**src/rtl/ram_writer.sv**
```systemverilog
// rtl/ram_writer.sv - single-port-write RAM with host writes and whole-memory fill engine
//
// Purpose:
//   Holds a 2**ADDR_W x DATA_W memory that can be written either by a host
//   (valid/ready handshake) or by an internal fill engine that writes one
//   value to every address, one address per cycle. A registered read port
//   returns mem[rd_addr] one cycle later, read-before-write.
//
// Ports:
//   clk        in   clock, all state updates on the rising edge
//   reset      in   asynchronous active-high reset
//   wr_valid   in   host write request
//   wr_ready   out  host write can be accepted (IDLE only)
//   wr_addr    in   host write address
//   wr_data    in   host write data
//   fill_start in   start a fill of the whole memory (IDLE only)
//   fill_data  in   fill value, captured together with fill_start
//   busy       out  fill in progress
//   done       out  one-cycle pulse after the last fill write
//   rd_addr    in   read address
//   rd_data    out  registered read data
//   wr_count   out  accepted host writes, saturating (only with RAM_WRITER_COUNT_EN)
//
// Configuration:
//   RAM_WRITER_COUNT_EN - when defined, adds the 16-bit wr_count output.

module ram_writer #(
    parameter int ADDR_W = 8,
    parameter int DATA_W = 4
) (
    input  logic              clk,
    input  logic              reset,
    input  logic              wr_valid,
    output logic              wr_ready,
    input  logic [ADDR_W-1:0] wr_addr,
    input  logic [DATA_W-1:0] wr_data,
    input  logic              fill_start,
    input  logic [DATA_W-1:0] fill_data,
    output logic              busy,
    output logic              done,
    input  logic [ADDR_W-1:0] rd_addr,
    output logic [DATA_W-1:0] rd_data
`ifdef RAM_WRITER_COUNT_EN
    ,
    output logic [15:0]       wr_count
`endif
);

    localparam int DEPTH = 1 << ADDR_W;

    typedef enum logic [1:0] {
        ST_IDLE = 2'd0,
        ST_FILL = 2'd1,
        ST_DONE = 2'd2
    } state_t;

    state_t             state_q;
    logic [ADDR_W-1:0]  cnt_q;
    logic [DATA_W-1:0]  fill_val_q;
    logic               wr_ready_q;
    logic               busy_q;
    logic               done_q;
    logic [DATA_W-1:0]  rd_data_q;

    logic [DATA_W-1:0]  mem [DEPTH];

    // Memory write port selection
    logic               host_acc;
    logic               fill_wr;
    logic               mem_we_d;
    logic [ADDR_W-1:0]  mem_waddr_d;
    logic [DATA_W-1:0]  mem_wdata_d;

    always_comb begin
        // fill_start wins over a simultaneous host write; writes are also
        // suppressed while reset is held so an aborted fill stops cleanly.
        host_acc    = !reset && wr_ready_q && wr_valid && !fill_start;
        fill_wr     = !reset && busy_q;
        mem_we_d    = host_acc || fill_wr;
        mem_waddr_d = wr_addr;
        mem_wdata_d = wr_data;
        if (fill_wr) begin
            mem_waddr_d = cnt_q;
            mem_wdata_d = fill_val_q;
        end
    end

    // Control FSM. Status outputs are registered alongside the state so
    // they never depend combinationally on inputs.
    always_ff @(posedge clk or posedge reset) begin
        if (reset) begin
            state_q    <= ST_IDLE;
            cnt_q      <= '0;
            fill_val_q <= '0;
            wr_ready_q <= 1'b1;
            busy_q     <= 1'b0;
            done_q     <= 1'b0;
        end else begin
            case (state_q)
                ST_IDLE: begin
                    if (fill_start) begin
                        state_q    <= ST_FILL;
                        fill_val_q <= fill_data;
                        cnt_q      <= '0;
                        wr_ready_q <= 1'b0;
                        busy_q     <= 1'b1;
                    end
                end
                ST_FILL: begin
                    // Counter wraps back to 0 on the final write.
                    cnt_q <= cnt_q + ADDR_W'(1);
                    if (cnt_q == {ADDR_W{1'b1}}) begin
                        state_q <= ST_DONE;
                        busy_q  <= 1'b0;
                        done_q  <= 1'b1;
                    end
                end
                ST_DONE: begin
                    state_q    <= ST_IDLE;
                    done_q     <= 1'b0;
                    wr_ready_q <= 1'b1;
                end
                default: begin
                    state_q    <= ST_IDLE;
                    wr_ready_q <= 1'b1;
                    busy_q     <= 1'b0;
                    done_q     <= 1'b0;
                end
            endcase
        end
    end

    // Memory array is deliberately not reset: contents survive reset.
    always_ff @(posedge clk) begin
        if (mem_we_d) begin
            mem[mem_waddr_d] <= mem_wdata_d;
        end
    end

    // Registered read: samples the array before this edge's write lands,
    // which gives read-before-write on address collisions.
    always_ff @(posedge clk or posedge reset) begin
        if (reset) begin
            rd_data_q <= '0;
        end else begin
            rd_data_q <= mem[rd_addr];
        end
    end

`ifdef RAM_WRITER_COUNT_EN
    logic [15:0] wr_count_q;

    always_ff @(posedge clk or posedge reset) begin
        if (reset) begin
            wr_count_q <= '0;
        end else if (host_acc && (wr_count_q != 16'hFFFF)) begin
            wr_count_q <= wr_count_q + 16'd1;
        end
    end

    assign wr_count = wr_count_q;
`endif

    assign wr_ready = wr_ready_q;
    assign busy     = busy_q;
    assign done     = done_q;
    assign rd_data  = rd_data_q;

endmodule

```
**config.mk**
```make
export PLATFORM = sky130hd
export DESIGN_NAME = ram_writer
export DESIGN_NICKNAME = d
export VERILOG_FILES = /design/src/rtl/ram_writer.sv
export SDC_FILE = /design/constraint.sdc
export NUM_CORES = 1
export LEC_CHECK = 0
export CORE_MARGIN = 1.5
export CORE_UTILIZATION = 57
export DETAILED_ROUTE_END_ITERATION = 6
export PLACE_DENSITY = 0.77
export RECOVER_POWER = 25
export SKIP_CTS_REPAIR_TIMING = 1
export SYNTH_ARGS = -nofsm -noshare
export SYNTH_HDL_FRONTEND = slang
export SYNTH_SLANG_ARGS = --single-unit
```
**constraint.sdc**
```tcl
create_clock -name clk -period 3.7 [get_ports clk]
set_input_delay 0.555 -clock clk [delete_from_list [all_inputs] [get_ports clk]]
set_output_delay 0.555 -clock clk [all_outputs]
set_load 0.03 [all_outputs]
```
# Word-level counts from Yosys, hierarchy flattened

Memories as Yosys holds them, arrays and structs flattened. A register that Yosys moved wholly into a read port is not among the register bits.
Index checks and enable logic that the tools add are counted.

Register bits after elaboration: 17
RAM bits: 1024
Input port bits: 28
Output and inout bits: 7
Logic and storage cells: 47
Memories: 1

$add $sub $neg: 1
Equal/unequal tests: 5
Muxes and demuxes: 16
Bitwise logic cells: 3
Reductions and logical operators: 15

Memories:

| name | depth | bits a word | read ports | clocked after Yosys merged registers in | wr ports | line | RTL |
|---|---|---|---|---|---|---|---|
| mem  | 256   | 4           | 1          | 1                                       | 1        | 65   | `logic [DATA_W-1:0] mem [DEPTH];` |

Operator list:

| kind                  | count |
|---|---|
| $mux W8               | 2 |
| $pmux W8 S2           | 1 |
| $reduce_and A2 Y1     | 5 |
| $add A8 B1 Y8 const B | 1 |
| $eq A8 B8 Y1 const B  | 1 |
| $mux W1               | 6 |
| $logic_and A1 B1 Y1   | 4 |
| $mux W2               | 2 |
| $mux W4               | 1 |
| $ne A2 B2 Y1 const B  | 2 |
| $pmux W1 S2           | 2 |
| $pmux W2 S2           | 1 |
| $not A1 Y1            | 3 |
| $pmux W1 S3           | 1 |
| $reduce_and A3 Y1     | 1 |
| $eq A2 B1 Y1 const B  | 1 |
| $eq A2 B2 Y1 const B  | 1 |
| $logic_not A1 Y1      | 2 |
| $logic_not A2 Y1      | 1 |
| $reduce_bool A2 Y1    | 1 |
| $logic_or A1 B1 Y1    | 1 |

# Depth between registers and ports, before layout

Gate-level depths: netlist of the first run.

Depth in word-level cells: 7
Depth in mapped cells: 11
Depth with buffers taken out: 6

# Worst setup path before layout of the first run

Ideal clock, no wire load.

Kind: input to register
Start: input port reset
End: memory mem[0][0] (data pin)
Setup time: 0.555 ns
Arrival time: 3.080 ns
Data required time: 3.145 ns
Slack: 0.065 ns
Stages: 4
Buffers on the path: 2
Cell sequence: nand2b_1 clkbuf_1 buf_1 mux2_2

Longest elaborated chain between the ends: 3

Ends and longest elaborated chain:

| item                              | line | RTL |
|---|---|---|
| from (decl)                       | 32   | `input logic reset,` |
| $logic_not A1 Y1 (no source line) | --   |  |
| $logic_and A1 B1 Y1               | 78   | `fill_wr = !reset && busy_q;` |
| $mux W4                           | 82   | `if (fill_wr) begin` |
| via mem_wdata_d[0]                | 72   | `logic [DATA_W-1:0] mem_wdata_d;` |
| to (decl)                         | 65   |  |

The timed path passes the listed nets, and every way through them passes these cells.

# Worst setup path after layout of the first run

Start: input port reset
End: memory mem[84][1] (data pin)

Same word-level chain as after synthesis.

==> flow_metrics.py, run 1 <==
metrics = {
    "grt": {
        "vias_in_the_first_global_route": 22200,
        "first_pass_grt_wire_length_um": 147000,
        "pin_count_of_the_biggest_net_entering_global_routing": 114,
        "grt_use_total_pct": 27.3,
        "grt-ovfl-total": 0,
        "antenna_found_initial": 0,
    },
    "sta": {
        "hold_viol_final": 0,
        "setup-violations-final": 0,
        "rsz0062_at_grt": "false",
        "timing.max_slew.rel_slack_pct": 7.75,
        "fmaxAchievable_ghz": 0.300,
        "timing.setup.tns_ns": 0,
        "final.period_utilization_pct": 90.0,
        "timing_worst_slew_pin_value_ns": 1.38,
        "fin_worst_skew_ns": 0.0212,
        "layout_min_cycle_time_ns": 3.33,
        "setup_slack_ns": 0.369,
        "drv_slew": 0,
    },
    "worst_hold_path": {
        "worst_hold_path.num_cells": 3,
        "hp-class": "primary input to flip-flop",
        "worst_hold_path.endpoint": "fill_val_q[3]$_DFFE_PP0P_",
        "hp-start": "fill_data[3]",
    },
    "cells_and_area": {
        "num_antenna_cells": 0,
        "final_cell_area_mm2": 0.0470,
        "fraction_of_layout_cells_with_a_size_suffix_above_1_pct": 22.9,
        "stdcell_count": 3308,
        "design.final.nets": 2301,
        "fillers": 4555,
        "area_growth_pct": 13.1,
    },
    "floorplanning": {
        "core_region_area_mm2": 0.0719,
        "die_height_um": 273,
        "die-area_mm2": 0.0746,
        "starting_density_of_the_core_pct": 57.9,
        "pin_count": 35,
        "die_x_um": 273,
        "core.rowCount": 98,
    },
    "synth": {
        "synth_edf_count": 1024,
        "yosysWarnings": 0,
        "synth_area_per_cell_um2": 19.4,
        "ys_ff_latch": 1045,
        "synth-seq-area-share_pct": 75.2,
        "post_synth_num_cell_types": 53,
        "synthesis.instances": 2145,
        "synth_flop_cell": "sky130_fd_sc_hd__edfxtp_1",
        "synth_async_sr_flop_share_pct": 2.01,
        "syn_nets": 2174,
        "synthesis.area_mm2": 0.0416,
    },
    "route": {
        "route.detailed.wl_per_inst_um": 30.0,
        "drt.antenna.violating_nets": 0,
        "total_drc_errors_in_the_routed_layout": 0,
        "detailedRoute.firstPassIterationCount": 7,
        "postRouteWirelength_um": 99100,
        "drt-initial-drc-count": 3370,
        "routed_via_density": 6.59,
        "dr_total_vias": 21800,
    },
    "placed_design": {
        "placedInstanceArea_mm2": 0.0437,
        "io_buffer_count": 34,
        "post-dp-hpwl_um": 61200,
        "detailedPlace.worstSlack_ns": 0.0635,
        "place_inst": 3120,
        "gp_congestion": 0.871,
    },
    "setup_path": {
        "setup.worst_path.start_class": "primary input",
        "r2r.worst_path.cells": 4,
        "critical_path_buf_inv_count": 3,
        "cp_cell_sequence": "dlygate4sd3_1 > nand2b_1 > buf_4 > mux2_4 > clkbuf_4",
        "timing.rr.start": "busy$_DFFE_PP0P_",
        "timing.critical_path.slowest_stage_cell": "sky130_fd_sc_hd__mux2_4",
        "critPathKind": "primary input to flip-flop",
        "timing.critical_path.fanout_max": 97,
        "ff_to_ff_end": "mem[84][1]$_DFFE_PP_",
        "arrival_ns": 3.69,
        "timing.critical_path.slowest_cell_delay_ns": 0.93,
        "critPathTopFamily": "buffers and inverters",
        "required_arrival_time_at_the_worst_endpoint_ns": 4.06,
        "regToRegSetupSlack_ns": 0.51,
        "worst_setup_path_end_kind": "flip-flop",
    },
    "clocking": {
        "cts.sinks": 1045,
        "clock_tree_from_tritoncts": "built",
        "cts.root.buffer_cell": "sky130_fd_sc_hd__clkbuf_16",
        "h-tree-depth": 3,
        "clk_latency_ns": 0.66,
        "cts_inserted_buffers": 100,
        "ctsLongestPathBuffers": 3,
        "cts.reportedPaths.clkPinSlew_ns": 0.06,
    },
    "power": {
        "peakVddDrop_uv": 395,
        "power.leakage_nw": 14.7,
        "power-per-cell-area_mw_per_mm2": 527,
    },
    "flow_run": {
        "number_of_maximum_capacitance_constraint_violations": 0,
    },
    "outcome": {
        "run_status": "finished, final reports clean",
    },
}
[cell type report]
cell class,count,area (µm²),area share [%]
tap,950,1190,2.53
clock inverter,64,738,1.57
clock buffer,124,2680,5.69
inverter,4,15.0,0.0319
multi-input combinational,969,9700,20.6
sequential,1045,31300,66.5
timing repair buffer,152,1450,3.07
[metrics by stage]
step           hold WS [ns]  total power [mW]  utilization, %
6_report              0.428              24.8            65.5
5_1_grt               0.403              25.3            65.5
4_1_cts               0.394              24.9            65.5
3_5_place_dp          0.492              14.5            60.8
3_3_place_gp          0.485              14.4            60.8
2_1_floorplan         0.442              14.0               -
[metal layers]
layer,vias up,track usage (%),wire (µm)
met3,235,5.23,10400
met2,1371,43.5,48200
met1,11200,38.0,36300
met5,-,0,0
met4,0,10.6,4240
li1,8948,-,-
[power breakdown]
group	total [mW]	internal [mW]	switching, mW	leakage, nW
Sequential	13.0	13.0	0.0142	9.44
Clock	10.6	6.25	4.33	1.67
Combinational	1.21	0.471	0.739	3.62
Total	24.8	19.7	5.08	14.7
[cells in the final DEF (no fill, tap or decap), types with 4 or more instances in the layout]
cell type,n
sky130_fd_sc_hd__clkinv_2,16
sky130_fd_sc_hd__o22ai_1,7
sky130_fd_sc_hd__a22oi_1,26
sky130_fd_sc_hd__o21ai_1,6
sky130_fd_sc_hd__buf_4,100
sky130_fd_sc_hd__mux4_2,258
sky130_fd_sc_hd__buf_12,17
sky130_fd_sc_hd__o211ai_1,10
sky130_fd_sc_hd__o221ai_1,13
sky130_fd_sc_hd__nor3_1,5
sky130_fd_sc_hd__clkbuf_16,103
sky130_fd_sc_hd__bufinv_16,16
sky130_fd_sc_hd__o21bai_1,4
sky130_fd_sc_hd__clkinv_1,23
sky130_fd_sc_hd__dfrtp_1,20
sky130_fd_sc_hd__nand2_1,82
sky130_fd_sc_hd__nand3b_1,15
sky130_fd_sc_hd__nand3_1,40
sky130_fd_sc_hd__nor2_1,295
sky130_fd_sc_hd__clkbuf_1,19
sky130_fd_sc_hd__a31oi_1,4
sky130_fd_sc_hd__or3_1,7
sky130_fd_sc_hd__clkdlybuf4s50_1,22
sky130_fd_sc_hd__nand4_1,10
sky130_fd_sc_hd__mux2i_1,60
sky130_fd_sc_hd__dlygate4sd3_1,8
sky130_fd_sc_hd__mux2_2,8
sky130_fd_sc_hd__edfxtp_1,1024
sky130_fd_sc_hd__o21a_1,5
sky130_fd_sc_hd__nand2b_1,13
sky130_fd_sc_hd__a21oi_1,4
sky130_fd_sc_hd__a221oi_1,8
sky130_fd_sc_hd__o31ai_1,7
sky130_fd_sc_hd__nor2b_1,16
sky130_fd_sc_hd__o21ai_0,34
[registers in the layout (all words and copies together) (netlist names)]
name and count:
busy 1, cnt_q 8, done 1, fill_val_q 4
mem 1024, rd_data 4, state_q 2, wr_ready 1
[worst max-delay path by stage]
stage	cells after the start	end	slack [ns]	start
2_1_floorplan	4	mem[0][0]$_DFFE_PP_	0.07	reset
3_3_place_gp	6	mem[196][1]$_DFFE_PP_	0.15	reset
3_5_place_dp	6	mem[197][3]$_DFFE_PP_	0.06	reset
4_1_cts	6	mem[202][0]$_DFFE_PP_	0.68	reset
5_1_grt	5	mem[20][3]$_DFFE_PP_	0.17	reset
6_report	5	mem[84][1]$_DFFE_PP_	0.37	reset
[synth_stat cells (4+ instances only)]
| master | number | area (µm²) |
|---|---|---|
| sky130_fd_sc_hd__nand2_1 | 82 | 308 |
| sky130_fd_sc_hd__o221ai_1 | 13 | 114 |
| sky130_fd_sc_hd__nand2b_1 | 13 | 81.3 |
| sky130_fd_sc_hd__nand4_1 | 10 | 62.6 |
| sky130_fd_sc_hd__clkbuf_1 | 70 | 263 |
| sky130_fd_sc_hd__o211ai_1 | 10 | 75.1 |
| sky130_fd_sc_hd__nor2b_1 | 16 | 100 |
| sky130_fd_sc_hd__buf_6 | 8 | 90.1 |
| sky130_fd_sc_hd__edfxtp_1 | 1024 | 30700 |
| sky130_fd_sc_hd__buf_4 | 13 | 97.6 |
| sky130_fd_sc_hd__nand3b_1 | 15 | 113 |
| sky130_fd_sc_hd__a22oi_1 | 26 | 195 |
| sky130_fd_sc_hd__a21oi_1 | 4 | 20.0 |
| sky130_fd_sc_hd__o31ai_1 | 7 | 52.6 |
| sky130_fd_sc_hd__o21a_1 | 5 | 37.5 |
| sky130_fd_sc_hd__nor2_1 | 295 | 1110 |
| sky130_fd_sc_hd__a31oi_1 | 4 | 25.0 |
| sky130_fd_sc_hd__buf_2 | 26 | 130 |
| sky130_fd_sc_hd__buf_1 | 10 | 37.5 |
| sky130_fd_sc_hd__mux2i_1 | 60 | 601 |
| sky130_fd_sc_hd__mux4_2 | 258 | 5810 |
| sky130_fd_sc_hd__o21ai_1 | 6 | 30.0 |
| sky130_fd_sc_hd__or3_1 | 7 | 43.8 |
| sky130_fd_sc_hd__dfrtp_1 | 20 | 500 |
| sky130_fd_sc_hd__nand3_1 | 40 | 200 |
| sky130_fd_sc_hd__a221oi_1 | 8 | 70.1 |
| sky130_fd_sc_hd__mux2_2 | 11 | 124 |
| sky130_fd_sc_hd__o21bai_1 | 4 | 30.0 |
| sky130_fd_sc_hd__nor3_1 | 5 | 25.0 |
| sky130_fd_sc_hd__o22ai_1 | 7 | 43.8 |
| sky130_fd_sc_hd__o21ai_0 | 34 | 170 |
[cell families after synthesis]
family / synth area share, %
compound gates: 2.36
flops: 75.2
xor+xnor: 0.0211
buf+inv: 1.52
fa+ha+maj: 0.0301
mux: 15.7
simple gates: 5.14
[worst reg2reg max path, delay by kind of cell, from the launching register on]
kind,cells,cell delay [ns]
buffers and inverters,2,1.09
and+or+nand+nor,1,0.44
muxes,1,0.93
DFF,1,0.41
Note: power is estimated with default switching activity, not from simulation.
==> run 2, diff against run 1 <==
Settings changed: ABC_CLOCK_PERIOD_IN_PS from default to 3700.
==> results of run 2 <==
Same layout as run 1: the final DEF is identical, and so are final timing and power.
==> run 3, diff against run 2 <==
Settings changed: ABC_CLOCK_PERIOD_IN_PS 3700 to 2700.
Clock period 3.7 ns to 2.7 ns, I/O delays scaled along.
==> run 3 against run 2 <==
  * Via count increased by 4.9%
  * First-iteration DRC count fell by 6.8%
  * Routed wire length up 3.4%
  * Total power rose by 37%
  * Register-to-register slack got worse by 0.32 ns
  * Die area did not move
  * Final cell count is 7.5% higher
  * Core utilization is 3.2 points higher
  * Cell area rose by 4.8%
  * Sequential cell count is the same
  * Critical path depth fell by 1
  * Clock skew increased by 0.028 ns
  * Critical endpoint is now mem[163][1]$_DFFE_PP_
  * Largest power group unchanged
  * Highest routed layer unchanged
==> flow_metrics.py, run 3 (synthesis gave the netlist of run 1 again) <==
metrics = {
    "outcome": {
        "run_status": "finished, final reports clean",
    },
    "clocking": {
        "cts.sinks": 1045,
        "ctsLongestPathBuffers": 3,
        "cts.root.buffer_cell": "sky130_fd_sc_hd__clkbuf_16",
        "cts_inserted_buffers": 100,
        "h-tree-depth": 3,
        "clock_tree_from_tritoncts": "built",
        "clk_latency_ns": 0.68,
        "cts.reportedPaths.clkPinSlew_ns": 0.06,
    },
    "cells_and_area": {
        "fillers": 4327,
        "final_cell_area_mm2": 0.0493,
        "largest_reg_flops": 1024,
        "most_frequent_standard_cell_in_the_layout_excluding_fill_and_tap_cells": "sky130_fd_sc_hd__edfxtp_1",
        "top_register": "mem",
        "area_growth_pct": 18.6,
        "top_regs": "mem (1024), cnt_q (8)",
        "design.final.nets": 2552,
        "post-route-util_pct": 68.6,
        "fraction_of_layout_cells_with_a_size_suffix_above_1_pct": 30.7,
        "layout.cells.most_common_list": "sky130_fd_sc_hd__edfxtp_1 (1024), sky130_fd_sc_hd__buf_4 (308), sky130_fd_sc_hd__nor2_1 (295), sky130_fd_sc_hd__mux4_2 (258), sky130_fd_sc_hd__clkbuf_16 (101)",
        "num_antenna_cells": 0,
    },
    "sta": {
        "drv_slew": 0,
        "timing.setup.tns_ns": 0,
        "setup-violations-final": 0,
        "final.period_utilization_pct": 93.0,
        "fin_worst_skew_ns": 0.0489,
        "timing.max_slew.rel_slack_pct": 10.9,
        "fmaxAchievable_ghz": 0.398,
        "rsz0062_at_grt": "false",
        "hold_viol_final": 0,
        "setup_slack_ns": 0.190,
        "layout_min_cycle_time_ns": 2.51,
        "timing_worst_slew_pin_value_ns": 1.34,
    },
    "floorplanning": {
        "die_x_um": 273,
        "die-area_mm2": 0.0746,
        "starting_density_of_the_core_pct": 57.9,
        "pin_count": 35,
        "die_height_um": 273,
        "core.rowCount": 98,
        "core_region_area_mm2": 0.0719,
    },
    "power": {
        "power_report.internal_total_mw": 26.8,
        "pwr-share-comb_pct": 5.3,
        "power.leakage_nw": 16.2,
        "power_frac_seq_pct": 52.5,
        "pwr-share-clk_pct": 42.2,
        "switching_power_mw": 7.14,
        "power-per-cell-area_mw_per_mm2": 688,
        "peakVddDrop_uv": 528,
        "report.power.total_mw": 33.9,
        "power.share.switching_pct": 21.0,
    },
    "setup_path": {
        "worst_setup_path_end_kind": "flip-flop",
        "critPathKind": "flip-flop to flip-flop",
        "timing.critical_path.fanout_max": 44,
        "arrival_ns": 2.92,
        "timing.critical_path.slowest_stage_cell": "sky130_fd_sc_hd__mux2_2",
        "setup.worst_path.start_class": "flip-flop",
        "required_arrival_time_at_the_worst_endpoint_ns": 3.11,
        "critical_path_buf_inv_count": 2,
        "critPathTopFamily": "multiplexers",
        "cp_cell_sequence": "nand2b_1 > buf_12 > mux2_2 > buf_6",
        "timing.critical_path.slowest_cell_delay_ns": 1.11,
    },
    "route": {
        "dr_total_vias": 22900,
        "postRouteWirelength_um": 103000,
        "routed_via_density": 6.43,
        "drt-initial-drc-count": 3142,
        "route.detailed.wl_per_inst_um": 28.8,
        "drt.antenna.violating_nets": 0,
        "detailedRoute.firstPassIterationCount": 6,
        "total_drc_errors_in_the_routed_layout": 0,
    },
    "grt": {
        "antenna_found_initial": 3,
        "grt_use_total_pct": 28.1,
        "vias_in_the_first_global_route": 23900,
        "grt-ovfl-total": 0,
        "first_pass_grt_wire_length_um": 153000,
        "pin_count_of_the_biggest_net_entering_global_routing": 109,
    },
    "flow_run": {
        "number_of_maximum_capacitance_constraint_violations": 0,
    },
    "worst_hold_path": {
        "hp-class": "primary input to flip-flop",
    },
    "placed_design": {
        "io_buffer_count": 34,
        "placedInstanceArea_mm2": 0.0461,
        "post-dp-hpwl_um": 64200,
        "gp_congestion": 0.858,
        "detailedPlace.worstSlack_ns": -0.265,
    },
}
-- run 3: cell count changes in the layout (fill, tap and decap cells not counted), moves of 3 or more --
| cell | change |
|---|---|
| sky130_fd_sc_hd__buf_4 | +208 |
| sky130_fd_sc_hd__buf_12 | +34 |
| sky130_fd_sc_hd__clkinv_1 | -10 |
| sky130_fd_sc_hd__clkinvlp_4 | +8 |
| sky130_fd_sc_hd__clkdlybuf4s50_1 | +7 |
| sky130_fd_sc_hd__clkinv_2 | +7 |
| sky130_fd_sc_hd__dlygate4sd3_1 | -7 |
| sky130_fd_sc_hd__buf_6 | +3 |
-- run 3: worst paths after layout --
path	endpoint	cells past startpoint	slack, ns	startpoint
hold / removal	fill_val_q[3]$_DFFE_PP0P_	3	0.30	fill_data[3]
setup reg to reg	mem[163][1]$_DFFE_PP_	4	0.19	busy$_DFFE_PP0P_
setup / recovery	mem[163][1]$_DFFE_PP_	4	0.19	busy$_DFFE_PP0P_
min in group asynchronous	rd_data[3]$_DFF_PP0_	2	0.32	reset
max in group asynchronous	fill_val_q[2]$_DFFE_PP0P_	3	1.12	reset
hold reg to reg	wr_ready$_DFFE_PP1P_	2	0.50	wr_ready$_DFFE_PP1P_
-- run 3: power by group through the flow --
stage | registers (mW) | clock network (mW) | logic [mW]
detailed placement | 18.2 | 0 | 1.78
global placement | 18.2 | 0 | 1.73
floorplan | 18.2 | 0 | 0.988
finish | 17.8 | 14.3 | 1.79
CTS | 17.8 | 14.4 | 1.80
global route | 17.8 | 15.0 | 1.87
-- run 3: worst min-delay path: stages --
cell,delay (ns)
sky130_fd_sc_hd__clkdlybuf4s50_1,0.40
sky130_fd_sc_hd__nand2_1,0.05
sky130_fd_sc_hd__nand2_1,0.04
-- run 3: cell type report --
class,instances,area [µm²],share of cell area [%]
Inverter,4,15.0,0.0305
Tap cell,950,1190,2.41
Timing Repair Buffer,403,3750,7.61
Sequential cell,1045,31300,63.4
Multi-Input combinational cell,969,9710,19.7
Clock buffer,115,2580,5.23
Clock inverter,69,786,1.59
-- run 3: layer usage --
| layer | GRT usage [%] | up-vias | share of wire, % |
|---|---|---|---|
| li1 | - | 9423 | - |
| met1 | 37.7 | 11700 | 36 |
| met2 | 45.6 | 1459 | 49 |
| met3 | 5.88 | 250 | 11 |
| met4 | 11.2 | 0 | 4.3 |
| met5 | 0 | - | 0 |
-- run 3: per-stage QoR --
| stage | cells | hold WS [ns] |
|---|---|---|
| global placement | 3371 | 0.488 |
| floorplan | 2145 | 0.381 |
| CTS | 3555 | 0.161 |
| global route | 3555 | 0.289 |
| detailed placement | 3371 | 0.489 |
| finish | 3555 | 0.295 |
